[config.mk]
export PLATFORM = sky130hd
export DESIGN_NAME = mem_access_stage_flat
export DESIGN_NICKNAME = d
export VERILOG_FILES = /design/src/rtl/mem_access_stage_if.sv /design/src/rtl/mem_access_stage.sv /design/src/flat_wrapper.sv
export SDC_FILE = /design/constraint.sdc
export NUM_CORES = 1
export LEC_CHECK = 0
export CORE_MARGIN = 1
export CORE_UTILIZATION = 49
export DETAILED_ROUTE_END_ITERATION = 6
export PLACE_DENSITY_LB_ADDON = 0.05
export RECOVER_POWER = 25
export REMOVE_ABC_BUFFERS = 1
export SLEW_MARGIN = 10
export SYNTH_ARGS = -nofsm -noshare
export SYNTH_HDL_FRONTEND = slang
export SYNTH_SLANG_ARGS = --single-unit
[constraint.sdc]
create_clock -name clk_in -period 4.05 [get_ports clk_in]
set_clock_uncertainty 0.05 [all_clocks]
set_input_delay 0.6075 -clock clk_in [delete_from_list [all_inputs] [get_ports clk_in]]
set_output_delay 0.6075 -clock clk_in [all_outputs]
set_load 0.02 [all_outputs]
[src/rtl/mem_access_stage_if.sv]
// Data-memory req/ack port bundle for the MEM stage.
// master = pipeline stage side, slave = memory side.
interface mem_access_stage_if #(
    parameter int WIDTH = 32
);
    logic             dmem_req_out;
    logic             dmem_we_out;
    logic [WIDTH-1:0] dmem_addr_out;
    logic [3:0]       dmem_be_out;
    logic [WIDTH-1:0] dmem_wdata_out;
    logic             dmem_ack_in;
    logic [WIDTH-1:0] dmem_rdata_in;

    modport master (
        output dmem_req_out, dmem_we_out, dmem_addr_out, dmem_be_out, dmem_wdata_out,
        input  dmem_ack_in, dmem_rdata_in
    );

    modport slave (
        input  dmem_req_out, dmem_we_out, dmem_addr_out, dmem_be_out, dmem_wdata_out,
        output dmem_ack_in, dmem_rdata_in
    );
endinterface

[src/rtl/mem_access_stage.sv]
// MEM pipeline stage: store lane steering, load extension, req/ack stall, one write-back beat.
// Define MEM_TIMEOUT_EN to add the ack watchdog and the bus_err_out port.
module mem_access_stage #(
    parameter int WIDTH   = 32,
    parameter int INDEX   = 5,
    parameter int TIMEOUT = 255
) (
    input  logic               clk_in,
    input  logic               rst_in,
    input  logic               flush_in,
    input  logic               valid_in,
    input  logic               mem_read_in,
    input  logic               mem_write_in,
    input  logic               reg_write_in,
    input  logic [2:0]         funct3_in,
    input  logic [WIDTH-1:0]   alu_res_in,
    input  logic [WIDTH-1:0]   drs2_in,
    input  logic [INDEX-1:0]   rd_in,
    mem_access_stage_if.master dmem,
    output logic               stall_out,
    output logic               valid_out,
    output logic               reg_write_out,
    output logic [INDEX-1:0]   rd_out,
    output logic [WIDTH-1:0]   wb_data_out,
    output logic               misalign_out
`ifdef MEM_TIMEOUT_EN
    ,
    output logic               bus_err_out
`endif
);

    if (WIDTH != 32 || TIMEOUT < 1) begin : g_param_check
        $error("mem_access_stage: WIDTH must be 32 and TIMEOUT must be >= 1");
    end

    // state  | meaning
    // IDLE   | accepting instructions; non-memory and misaligned ops retire in one cycle
    // ACCESS | request outstanding on dmem, pipeline stalled until ack
    typedef enum logic {IDLE, ACCESS} state_t;

    state_t             state_q, state_d;
    logic [WIDTH-1:0]   addr_q, addr_d;
    logic [3:0]         be_q, be_d;
    logic [WIDTH-1:0]   wdata_q, wdata_d;
    logic               we_q, we_d;
    logic [2:0]         funct3_q, funct3_d;
    logic [INDEX-1:0]   rd_q, rd_d;
    logic               reg_write_q, reg_write_d;
    logic               valid_out_q, valid_out_d;
    logic               reg_write_out_q, reg_write_out_d;
    logic [INDEX-1:0]   rd_out_q, rd_out_d;
    logic [WIDTH-1:0]   wb_data_q, wb_data_d;
    logic               misalign_q, misalign_d;
`ifdef MEM_TIMEOUT_EN
    localparam int CNT_W = $clog2(TIMEOUT + 1);
    logic [CNT_W-1:0]   cnt_q, cnt_d;
    logic               bus_err_q, bus_err_d;
`endif

    logic               is_mem;
    logic               misaligned;
    logic [1:0]         lane;
    logic [3:0]         be_new;
    logic [WIDTH-1:0]   wdata_new;
    logic [WIDTH-1:0]   load_shift;
    logic [WIDTH-1:0]   load_data;

    always_comb begin
        is_mem     = mem_read_in | mem_write_in;
        lane       = alu_res_in[1:0];
        misaligned = 1'b0;
        be_new     = 4'b1111;
        wdata_new  = drs2_in;
        case (funct3_in[1:0])
            2'b00: begin
                be_new    = 4'b0001 << lane;
                wdata_new = {4{drs2_in[7:0]}};
            end
            2'b01: begin
                misaligned = lane[0];
                be_new     = 4'b0011 << {lane[1], 1'b0};
                wdata_new  = {2{drs2_in[15:0]}};
            end
            default: begin
                misaligned = |lane;
            end
        endcase

        // Extraction uses the latched address/size, since the inputs may be stale by ack time.
        load_shift = dmem.dmem_rdata_in >> {addr_q[1:0], 3'b000};
        case (funct3_q[1:0])
            2'b00:   load_data = {{24{~funct3_q[2] & load_shift[7]}}, load_shift[7:0]};
            2'b01:   load_data = {{16{~funct3_q[2] & load_shift[15]}}, load_shift[15:0]};
            default: load_data = load_shift;
        endcase
    end

    always_comb begin
        state_d         = state_q;
        addr_d          = addr_q;
        be_d            = be_q;
        wdata_d         = wdata_q;
        we_d            = we_q;
        funct3_d        = funct3_q;
        rd_d            = rd_q;
        reg_write_d     = reg_write_q;
        valid_out_d     = 1'b0;
        reg_write_out_d = 1'b0;
        rd_out_d        = rd_out_q;
        wb_data_d       = wb_data_q;
        misalign_d      = 1'b0;
        stall_out       = 1'b0;
`ifdef MEM_TIMEOUT_EN
        cnt_d           = cnt_q;
        bus_err_d       = 1'b0;
`endif
        case (state_q)
            IDLE: begin
                if (valid_in && !flush_in) begin
                    if (!is_mem) begin
                        valid_out_d     = 1'b1;
                        reg_write_out_d = reg_write_in;
                        rd_out_d        = rd_in;
                        wb_data_d       = alu_res_in;
                    end else if (misaligned) begin
                        valid_out_d = 1'b1;
                        misalign_d  = 1'b1;
                        rd_out_d    = rd_in;
                        wb_data_d   = alu_res_in;
                    end else begin
                        state_d     = ACCESS;
                        stall_out   = 1'b1;
                        addr_d      = alu_res_in;
                        be_d        = be_new;
                        wdata_d     = wdata_new;
                        we_d        = mem_write_in;
                        funct3_d    = funct3_in;
                        rd_d        = rd_in;
                        reg_write_d = reg_write_in;
`ifdef MEM_TIMEOUT_EN
                        cnt_d       = CNT_W'(TIMEOUT - 1);
`endif
                    end
                end
            end
            ACCESS: begin
                if (dmem.dmem_ack_in) begin
                    state_d         = IDLE;
                    valid_out_d     = 1'b1;
                    rd_out_d        = rd_q;
                    reg_write_out_d = reg_write_q & ~we_q;
                    if (!we_q) begin
                        wb_data_d = load_data;
                    end
`ifdef MEM_TIMEOUT_EN
                end else if (cnt_q == '0) begin
                    state_d     = IDLE;
                    valid_out_d = 1'b1;
                    rd_out_d    = rd_q;
                    bus_err_d   = 1'b1;
                end else begin
                    cnt_d     = cnt_q - 1'b1;
                    stall_out = 1'b1;
`else
                end else begin
                    stall_out = 1'b1;
`endif
                end
            end
            default: state_d = IDLE;
        endcase
    end

    always_ff @(posedge clk_in or negedge rst_in) begin
        if (!rst_in) begin
            state_q         <= IDLE;
            addr_q          <= '0;
            be_q            <= '0;
            wdata_q         <= '0;
            we_q            <= 1'b0;
            funct3_q        <= '0;
            rd_q            <= '0;
            reg_write_q     <= 1'b0;
            valid_out_q     <= 1'b0;
            reg_write_out_q <= 1'b0;
            rd_out_q        <= '0;
            wb_data_q       <= '0;
            misalign_q      <= 1'b0;
`ifdef MEM_TIMEOUT_EN
            cnt_q           <= '0;
            bus_err_q       <= 1'b0;
`endif
        end else begin
            state_q         <= state_d;
            addr_q          <= addr_d;
            be_q            <= be_d;
            wdata_q         <= wdata_d;
            we_q            <= we_d;
            funct3_q        <= funct3_d;
            rd_q            <= rd_d;
            reg_write_q     <= reg_write_d;
            valid_out_q     <= valid_out_d;
            reg_write_out_q <= reg_write_out_d;
            rd_out_q        <= rd_out_d;
            wb_data_q       <= wb_data_d;
            misalign_q      <= misalign_d;
`ifdef MEM_TIMEOUT_EN
            cnt_q           <= cnt_d;
            bus_err_q       <= bus_err_d;
`endif
        end
    end

    assign dmem.dmem_req_out   = (state_q == ACCESS);
    assign dmem.dmem_we_out    = we_q;
    assign dmem.dmem_addr_out  = {addr_q[WIDTH-1:2], 2'b00};
    assign dmem.dmem_be_out    = be_q;
    assign dmem.dmem_wdata_out = wdata_q;

    assign valid_out     = valid_out_q;
    assign reg_write_out = reg_write_out_q;
    assign rd_out        = rd_out_q;
    assign wb_data_out   = wb_data_q;
    assign misalign_out  = misalign_q;
`ifdef MEM_TIMEOUT_EN
    assign bus_err_out   = bus_err_q;
`endif

endmodule
[src/flat_wrapper.sv]
// flat-port wrapper written by rule: the top's interface ports become plain ports
module mem_access_stage_flat 
#(
    parameter int WIDTH   = 32,
    parameter int INDEX   = 5,
    parameter int TIMEOUT = 255
)
  (clk_in, rst_in, flush_in, valid_in, mem_read_in, mem_write_in, reg_write_in, funct3_in, alu_res_in, drs2_in, rd_in, stall_out, valid_out, reg_write_out, rd_out, wb_data_out, misalign_out, dmem_dmem_req_out, dmem_dmem_we_out, dmem_dmem_addr_out, dmem_dmem_be_out, dmem_dmem_wdata_out, dmem_dmem_ack_in, dmem_dmem_rdata_in);
  mem_access_stage_if #(.WIDTH(WIDTH)) dmem_i ();
  input  logic clk_in;
  input  logic rst_in;
  input  logic flush_in;
  input  logic valid_in;
  input  logic mem_read_in;
  input  logic mem_write_in;
  input  logic reg_write_in;
  input  logic [2:0] funct3_in;
  input  logic [WIDTH-1:0] alu_res_in;
  input  logic [WIDTH-1:0] drs2_in;
  input  logic [INDEX-1:0] rd_in;
  output logic stall_out;
  output logic valid_out;
  output logic reg_write_out;
  output logic [INDEX-1:0] rd_out;
  output logic [WIDTH-1:0] wb_data_out;
  output logic misalign_out;
  output wire logic [$bits(dmem_i.dmem_req_out)-1:0] dmem_dmem_req_out;
  output wire logic [$bits(dmem_i.dmem_we_out)-1:0] dmem_dmem_we_out;
  output wire logic [$bits(dmem_i.dmem_addr_out)-1:0] dmem_dmem_addr_out;
  output wire logic [$bits(dmem_i.dmem_be_out)-1:0] dmem_dmem_be_out;
  output wire logic [$bits(dmem_i.dmem_wdata_out)-1:0] dmem_dmem_wdata_out;
  input wire logic [$bits(dmem_i.dmem_ack_in)-1:0] dmem_dmem_ack_in;
  input wire logic [$bits(dmem_i.dmem_rdata_in)-1:0] dmem_dmem_rdata_in;
  assign dmem_dmem_req_out = dmem_i.dmem_req_out;
  assign dmem_dmem_we_out = dmem_i.dmem_we_out;
  assign dmem_dmem_addr_out = dmem_i.dmem_addr_out;
  assign dmem_dmem_be_out = dmem_i.dmem_be_out;
  assign dmem_dmem_wdata_out = dmem_i.dmem_wdata_out;
  assign dmem_i.dmem_ack_in = dmem_dmem_ack_in;
  assign dmem_i.dmem_rdata_in = dmem_dmem_rdata_in;
  mem_access_stage #(.WIDTH(WIDTH), .INDEX(INDEX), .TIMEOUT(TIMEOUT)) u_core (.clk_in(clk_in), .rst_in(rst_in), .flush_in(flush_in), .valid_in(valid_in), .mem_read_in(mem_read_in), .mem_write_in(mem_write_in), .reg_write_in(reg_write_in), .funct3_in(funct3_in), .alu_res_in(alu_res_in), .drs2_in(drs2_in), .rd_in(rd_in), .dmem(dmem_i), .stall_out(stall_out), .valid_out(valid_out), .reg_write_out(reg_write_out), .rd_out(rd_out), .wb_data_out(wb_data_out), .misalign_out(misalign_out));
endmodule
==> impl_metrics.yaml, run 1 <==
cells_and_area:
  fin_nets: 829
  syn_to_final_growth_pct: 45.5
  design_area_um2: 8850
  seq_area_um2: 2980
  multiInputGateArea_um2: 2700
  drive_gt1_share_pct: 15.3
  fillerInstances: 889
  n_antenna_cell: 0
clock_tree:
  cts_tree: "yes"
  numCtsBuffers: 17
  clock_latency_ns: 0.42
  cts-htree-levels: 4
  post-cts-setup-buffer-count: 0
  cts.sinks: 119
  clkSlewWorstSetupHoldPaths_ns: 0.05
  root_buffer: "clkbuf_16"
  cts_resized: 0
  ctsLongestPathBuffers: 2
  cts-hold-fix-buffers: 0
synth:
  synth_seq_area_share_pct: 49.0
  synth_cell_type_count: 40
  synthCells: 536
  synth.most_common_cell: "dfrtp_1"
  synth_area_um2: 6080
  yosys.area.top_type_share_pct: 49.0
  synth-main-ff-cell: "dfrtp_1"
  async_flop_share_pct: 100
  ys_ff_latch: 119
  synth.largest_area_cell: "dfrtp_1"
  syn_area_per_cell_um2: 11.3
  synth.area.top_cells: "dfrtp_1 (49%), mux2_2 (11%), mux2i_1 (9.9%), o2bb2ai_1 (4.5%), buf_4 (4.0%)"
  yosysWarnings: 0
  synth_edf_count: 0
  synth.top_cells.by_count: "dfrtp_1 (119), mux2_2 (61), mux2i_1 (60), a21oi_1 (38), nand2_1 (34)"
grt:
  grt_remaining_overflow: 0
  track_usage_pct: 27.0
  grt_pass1_vias: 5253
  grt_pass1_wl_um: 26800
  antenna_found_initial: 0
  grt_max_degree: 100
power_and_ir_drop:
  sequentialPowerShare_pct: 32.6
  internal_power_uw: 3660
  p_leak_uw: 0.00372
  power.density_nw_per_um2: 599
  combPwrFrac_pct: 35.6
  power_frac_clock_pct: 31.8
  vdd_ir_drop_max_mv: 0.338
  switchingPower_uw: 1640
  p_sw_share_pct: 30.9
timing:
  hold_viol: 0
  slew_headroom_pct: -111
  rsz0062_at_grt: "no"
  worst_pin_slew_ns: 3.17
  period_needed_ns: 3.30
  report.final.slew_viol_count: 60
  fmax_ghz: 0.303
  setup_viol: 0
  period_share_pct: 81.5
  holdWs_ns: 0.427
placed_design:
  place_area_um2: 8190
  dp_hpwl_um: 11800
  place_congestion: 0.808
  portBuffers: 220
floorplan:
  fp.coreArea_um2: 12100
  dieArea_um2: 12900
  chipHeight_um: 113
  row_count: 40
  dieWidth_um: 113
  initial_core_util_pct: 50.4
  pin_count: 223
route:
  drc: 0
  routed_wl_um: 16500
  vias_per_cell: 5.49
  vias: 4928
  drt_pass1_iterations: 5
  wire_per_inst_um: 18.3
  drt-initial-drc-count: 324
  drtAntennaViolNets: 0
setup_path:
  crit_path_top_delay_cell: "clkdlybuf4s50_1"
  start_kind: "register"
  path_class: "reg -> out"
  critPathRequiredTime_ns: 3.39
  crit_path_max_fanout: 13
  worstSetupEndpointType: "output pin"
  critical-path-max-stage-delay_ns: 0.67
  crit_chain: "nor3b_1, o211ai_1, o21ai_0, clkdlybuf4s50_1"
  reg2reg_depth: 4
  worst_ep_arrival_time_ns: 2.64
run:
  drv_cap: 1
outcome:
  status: "finished, violations left"
  violations: "capacitance limit, slew limit"
hold_path:
  hold-path-cell-count: 2
  min_path_type: "reg -> reg"
[power by group through the flow]
stage                     Sequential (uW)  Clock (uW)  Combinational (uW)
final                                1730        1690                1880
after detailed placement             1740           0                1890
after CTS                            1730        1710                1900
after global routing                 1770        1770                2000
after floorplan                      2120           0                 550
after global placement               1720           0                1850
[state kept, by name (all words and copies together) (netlist names), 3 cells and up]
| name | cells |
|---|---|
| u_core.dmem.dmem_wdata_out | 32 |
| u_core.wb_data_out | 32 |
| u_core.dmem.dmem_be_out | 4 |
| u_core.funct3_q | 3 |
| u_core.addr_q | 32 |
| u_core.rd_q | 5 |
| u_core.rd_out | 5 |
[path summary, 6_finish.rpt]
kind	start	endpoint	slack (ns)
min in group asynchronous	rst_in	u_core.wb_data_out[28]$_DFFE_PN0P_	1.18
min reg2reg	u_core.dmem.dmem_wdata_out[10]$_DFFE_PN0P_	u_core.dmem.dmem_wdata_out[10]$_DFFE_PN0P_	0.43
min	u_core.dmem.dmem_wdata_out[10]$_DFFE_PN0P_	u_core.dmem.dmem_wdata_out[10]$_DFFE_PN0P_	0.43
max	u_core.dmem.dmem_req_out$_DFF_PN0_	stall_out	0.75
max in group asynchronous	rst_in	u_core.wb_data_out[3]$_DFFE_PN0P_	0.96
max reg2reg	u_core.dmem.dmem_req_out$_DFF_PN0_	u_core.addr_q[25]$_DFFE_PN0P_	1.39
[kinds of logic after synthesis]
group | synth area share, %
mux | 22.5
compound gates | 15.6
other cells | 0.0617
simple gates | 5.84
flops | 49.0
xor+xnor | 0.144
buf+inv | 6.89
[critical path: cells and delay by family (launching register included)]
kind | cells | cell delay [ns]
AO/OA/AOI/OAI | 2 | 0.41
buffers and inverters | 1 | 0.67
flip-flops | 1 | 0.59
AND/OR/NAND/NOR | 1 | 0.56
[area by class of cell]
class	instances	area share, %
Multi-Input combinational cell	345	30.5
Clock buffer	25	5.71
Sequential cell	119	33.6
Timing Repair Buffer	232	25.8
Clock inverter	7	1.84
Tap cell	168	2.38
Inverter	2	0.0848
[cell usage in the layout (no fill, tap or decap), types with 3 or more instances in the layout]
| cell type | synthesis | final |
|---|---|---|
| o221ai_1 | 8 | 8 |
| o2bb2ai_1 | 31 | 31 |
| clkbuf_16 | 0 | 17 |
| o21ai_0 | 29 | 29 |
| and2_1 | 9 | 9 |
| dfrtp_1 | 119 | 119 |
| nand2_1 | 34 | 34 |
| buf_4 | 32 | 12 |
| a211oi_1 | 16 | 16 |
| o32ai_1 | 5 | 5 |
| a21oi_1 | 38 | 38 |
| bufinv_16 | 0 | 5 |
| mux2_4 | 4 | 4 |
| clkbuf_8 | 0 | 5 |
| clkbuf_1 | 20 | 4 |
| nor3_1 | 3 | 3 |
| mux2_2 | 61 | 61 |
| o211ai_1 | 3 | 3 |
| mux2i_1 | 60 | 60 |
| clkdlybuf4s50_1 | 0 | 219 |
| nor2_1 | 20 | 20 |
[metal layers]
layer	vias up	wire [um]	global-route usage, %
met3	23	1280	8.71
li1	2283	-	-
met1	2439	6680	32.4
met4	0	316	11.1
met2	183	8180	45.1
met5	-	0	0
[stage by stage]
step                setup TNS (ns)  std cells  util [%]  worst slack, ns  power, uW
floorplan                   -96.52        466         -            -2.59       2670
global placement                 0        866      67.9            0.844       3580
detailed placement               0        866      67.9            0.777       3630
CTS                              0        898      73.4            0.742       5340
global route                     0        898      73.4            0.349       5540
finish                           0        898      73.4            0.748       5300
Power figures use the tool's default switching activity.
==> run 2, diff against run 1 <==
--- a/config.mk
+++ b/config.mk
@@ -6,7 +6,7 @@
 export NUM_CORES = 1
 export LEC_CHECK = 0
 export CORE_MARGIN = 1
-export CORE_UTILIZATION = 49
+export CORE_UTILIZATION = 41
 export DETAILED_ROUTE_END_ITERATION = 6
 export PLACE_DENSITY_LB_ADDON = 0.05
 export RECOVER_POWER = 25
==> constraint.sdc (replaced) <==
create_clock -name clk_in -period 3 [get_ports clk_in]
set_clock_uncertainty 0.05 [all_clocks]
set_input_delay 0.45 -clock clk_in [delete_from_list [all_inputs] [get_ports clk_in]]
set_output_delay 0.45 -clock clk_in [all_outputs]
set_load 0.02 [all_outputs]
==> run 2 against run 1 <==
Effect of this change: the run still ends with capacitance limit, slew limit left; design area rose by 0.58%; sequential power rose by 35%; critical path type is now in -> out; sequential cell count did not move; worst setup slack got worse by 0.54 ns; die area rose by 19%; total power rose by 33%; first-iteration DRC count fell by 26%; largest power group unchanged.
==> impl_metrics.yaml, run 2 (synthesized netlist as in run 1, its figures left out) <==
grt:
  antenna_found_initial: 1
  grt_pass1_vias: 4969
  grt_max_degree: 62
  track_usage_pct: 23.1
  grt_pass1_wl_um: 26300
  grt_remaining_overflow: 0
cells_and_area:
  layout_commonest_cell: "clkdlybuf4s50_1"
  utilization_pct: 61.5
  syn_to_final_growth_pct: 46.4
  drive_gt1_share_pct: 16.2
  n_antenna_cell: 0
  fillerInstances: 1186
  design_area_um2: 8900
  layout_common_cells: "clkdlybuf4s50_1 (219), dfrtp_1 (119), mux2_2 (61)"
  fin_nets: 836
  seq_area_um2: 2980
  multiInputGateArea_um2: 2700
setup_path:
  critPathRequiredTime_ns: 2.50
  reg2reg_from: "u_core.addr_q[0]$_DFFE_PN0P_"
  path_class: "in -> out"
  r2r_slack_ns: 0.59
  reg2reg_depth: 4
  crit_path_max_fanout: 2
  start_kind: "input port"
  worst_ep_arrival_time_ns: 2.29
  reg2reg_to: "u_core.wb_data_out[17]$_DFFE_PN0P_"
  worstSetupEndpointType: "output pin"
clock_tree:
  cts.sinks: 119
  numCtsBuffers: 17
  cts_tree: "yes"
  clkSlewWorstSetupHoldPaths_ns: 0.05
  root_buffer: "clkbuf_16"
  post-cts-setup-buffer-count: 0
  clock_latency_ns: 0.41
  cts-htree-levels: 4
  ctsLongestPathBuffers: 2
placed_design:
  dp_hpwl_um: 12300
  portBuffers: 220
  place_area_um2: 8260
  place_congestion: 0.842
hold_path:
  min_to: "u_core.dmem.dmem_wdata_out[21]$_DFFE_PN0P_"
  hp-start: "u_core.dmem.dmem_wdata_out[21]$_DFFE_PN0P_"
  min_path_type: "reg -> reg"
  hold-path-cell-count: 2
power_and_ir_drop:
  power_frac_clock_pct: 31.0
  power_uw: 7060
  internal_power_uw: 4850
  sequentialPowerShare_pct: 33.0
  power.density_nw_per_um2: 794
  vdd_ir_drop_max_mv: 0.395
  switchingPower_uw: 2210
  p_leak_uw: 0.00374
  combPwrFrac_pct: 36.0
  p_sw_share_pct: 31.3
floorplan:
  row_count: 44
  dieArea_um2: 15300
  dieWidth_um: 124
  pin_count: 223
  fp.coreArea_um2: 14500
  chipHeight_um: 124
  initial_core_util_pct: 42.0
route:
  drt_pass1_iterations: 4
  drc: 0
  drtAntennaViolNets: 0
  wire_per_inst_um: 18.7
  routed_wl_um: 17200
  drt-initial-drc-count: 239
  vias: 4924
  vias_per_cell: 5.35
timing:
  hold_viol: 0
  period_share_pct: 93.1
  rsz0062_at_grt: "no"
  worst_pin_slew_ns: 1.79
  slew_headroom_pct: -19.5
  setup_viol: 0
  report.final.slew_viol_count: 33
  period_needed_ns: 2.79
  fmax_ghz: 0.358
outcome:
  violations: "capacitance limit, slew limit"
  status: "finished, violations left"
run:
  drv_cap: 1
-- run 2: cell types whose count changed in the layout (fill, tap and decap cells not counted), sizes merged --
cell and change:
bufinv -1, clkbuf -2, buf +6, clkinv +2, dlygate4sd3 +1
-- run 2: final cells by class --
type | instances | area share [%]
timing repair buffer | 239 | 26.3
clock inverter | 8 | 1.60
tap | 184 | 2.59
multi-input combinational | 345 | 30.3
inverter | 2 | 0.0843
sequential | 119 | 33.5
clock buffer | 23 | 5.59
-- run 2: worst max-delay path: stages --
cell and delay [ns]:
clkdlybuf4s50_1 0.46, nor3b_1 0.36, o211ai_1 0.19, o21ai_0 0.16, clkdlybuf4s50_1 0.67
-- run 2: what timing repair did --
item                                    in CTS  in global routing
endpoints found under the hold margin       30                  0
endpoints found under the setup margin       0                  0
hold buffers                                 1                  0
resized for setup                            0                  0
-- run 2: power groups by stage --
stage / Combinational [uW] / Sequential, uW / Clock [uW]
after floorplan: 743 / 2860 / 0
after global placement: 2530 / 2330 / 0
after detailed placement: 2560 / 2350 / 0
after CTS: 2570 / 2330 / 2230
after global routing: 2720 / 2390 / 2310
final: 2540 / 2330 / 2190
-- run 2: stage by stage --
step                hold WS, ns  setup WS (ns)  std cells  TNS, ns
finish                    0.425          0.208        920        0
floorplan                 0.104          -3.45        466  -164.89
global placement          0.369          0.193        888        0
detailed placement        0.376          0.212        888        0
global route              0.447         0.0165        920        0
CTS                       0.431          0.201        920        0
-- run 2: routing by layer --
metal  part of all wire, %  global-route usage, %  routed length, um
met1                    42                   28.1               7140
met3                   8.7                   8.56               1500
met2                    48                   37.1               8200
met4                   1.8                   8.66                308
met5                 0.076                      0                 13
-- run 2: worst max path at each step --
stage	start	endpoint	slack, ns	cells past startpoint
2_1_floorplan	alu_res_in[1]	u_core.dmem.dmem_req_out$_DFF_PN0_	-3.45	3
3_3_place_gp	valid_in	stall_out	0.19	5
3_5_place_dp	valid_in	stall_out	0.21	5
4_1_cts	valid_in	stall_out	0.20	5
5_1_grt	u_core.dmem.dmem_req_out$_DFF_PN0_	stall_out	0.02	4
6_report	valid_in	stall_out	0.21	5
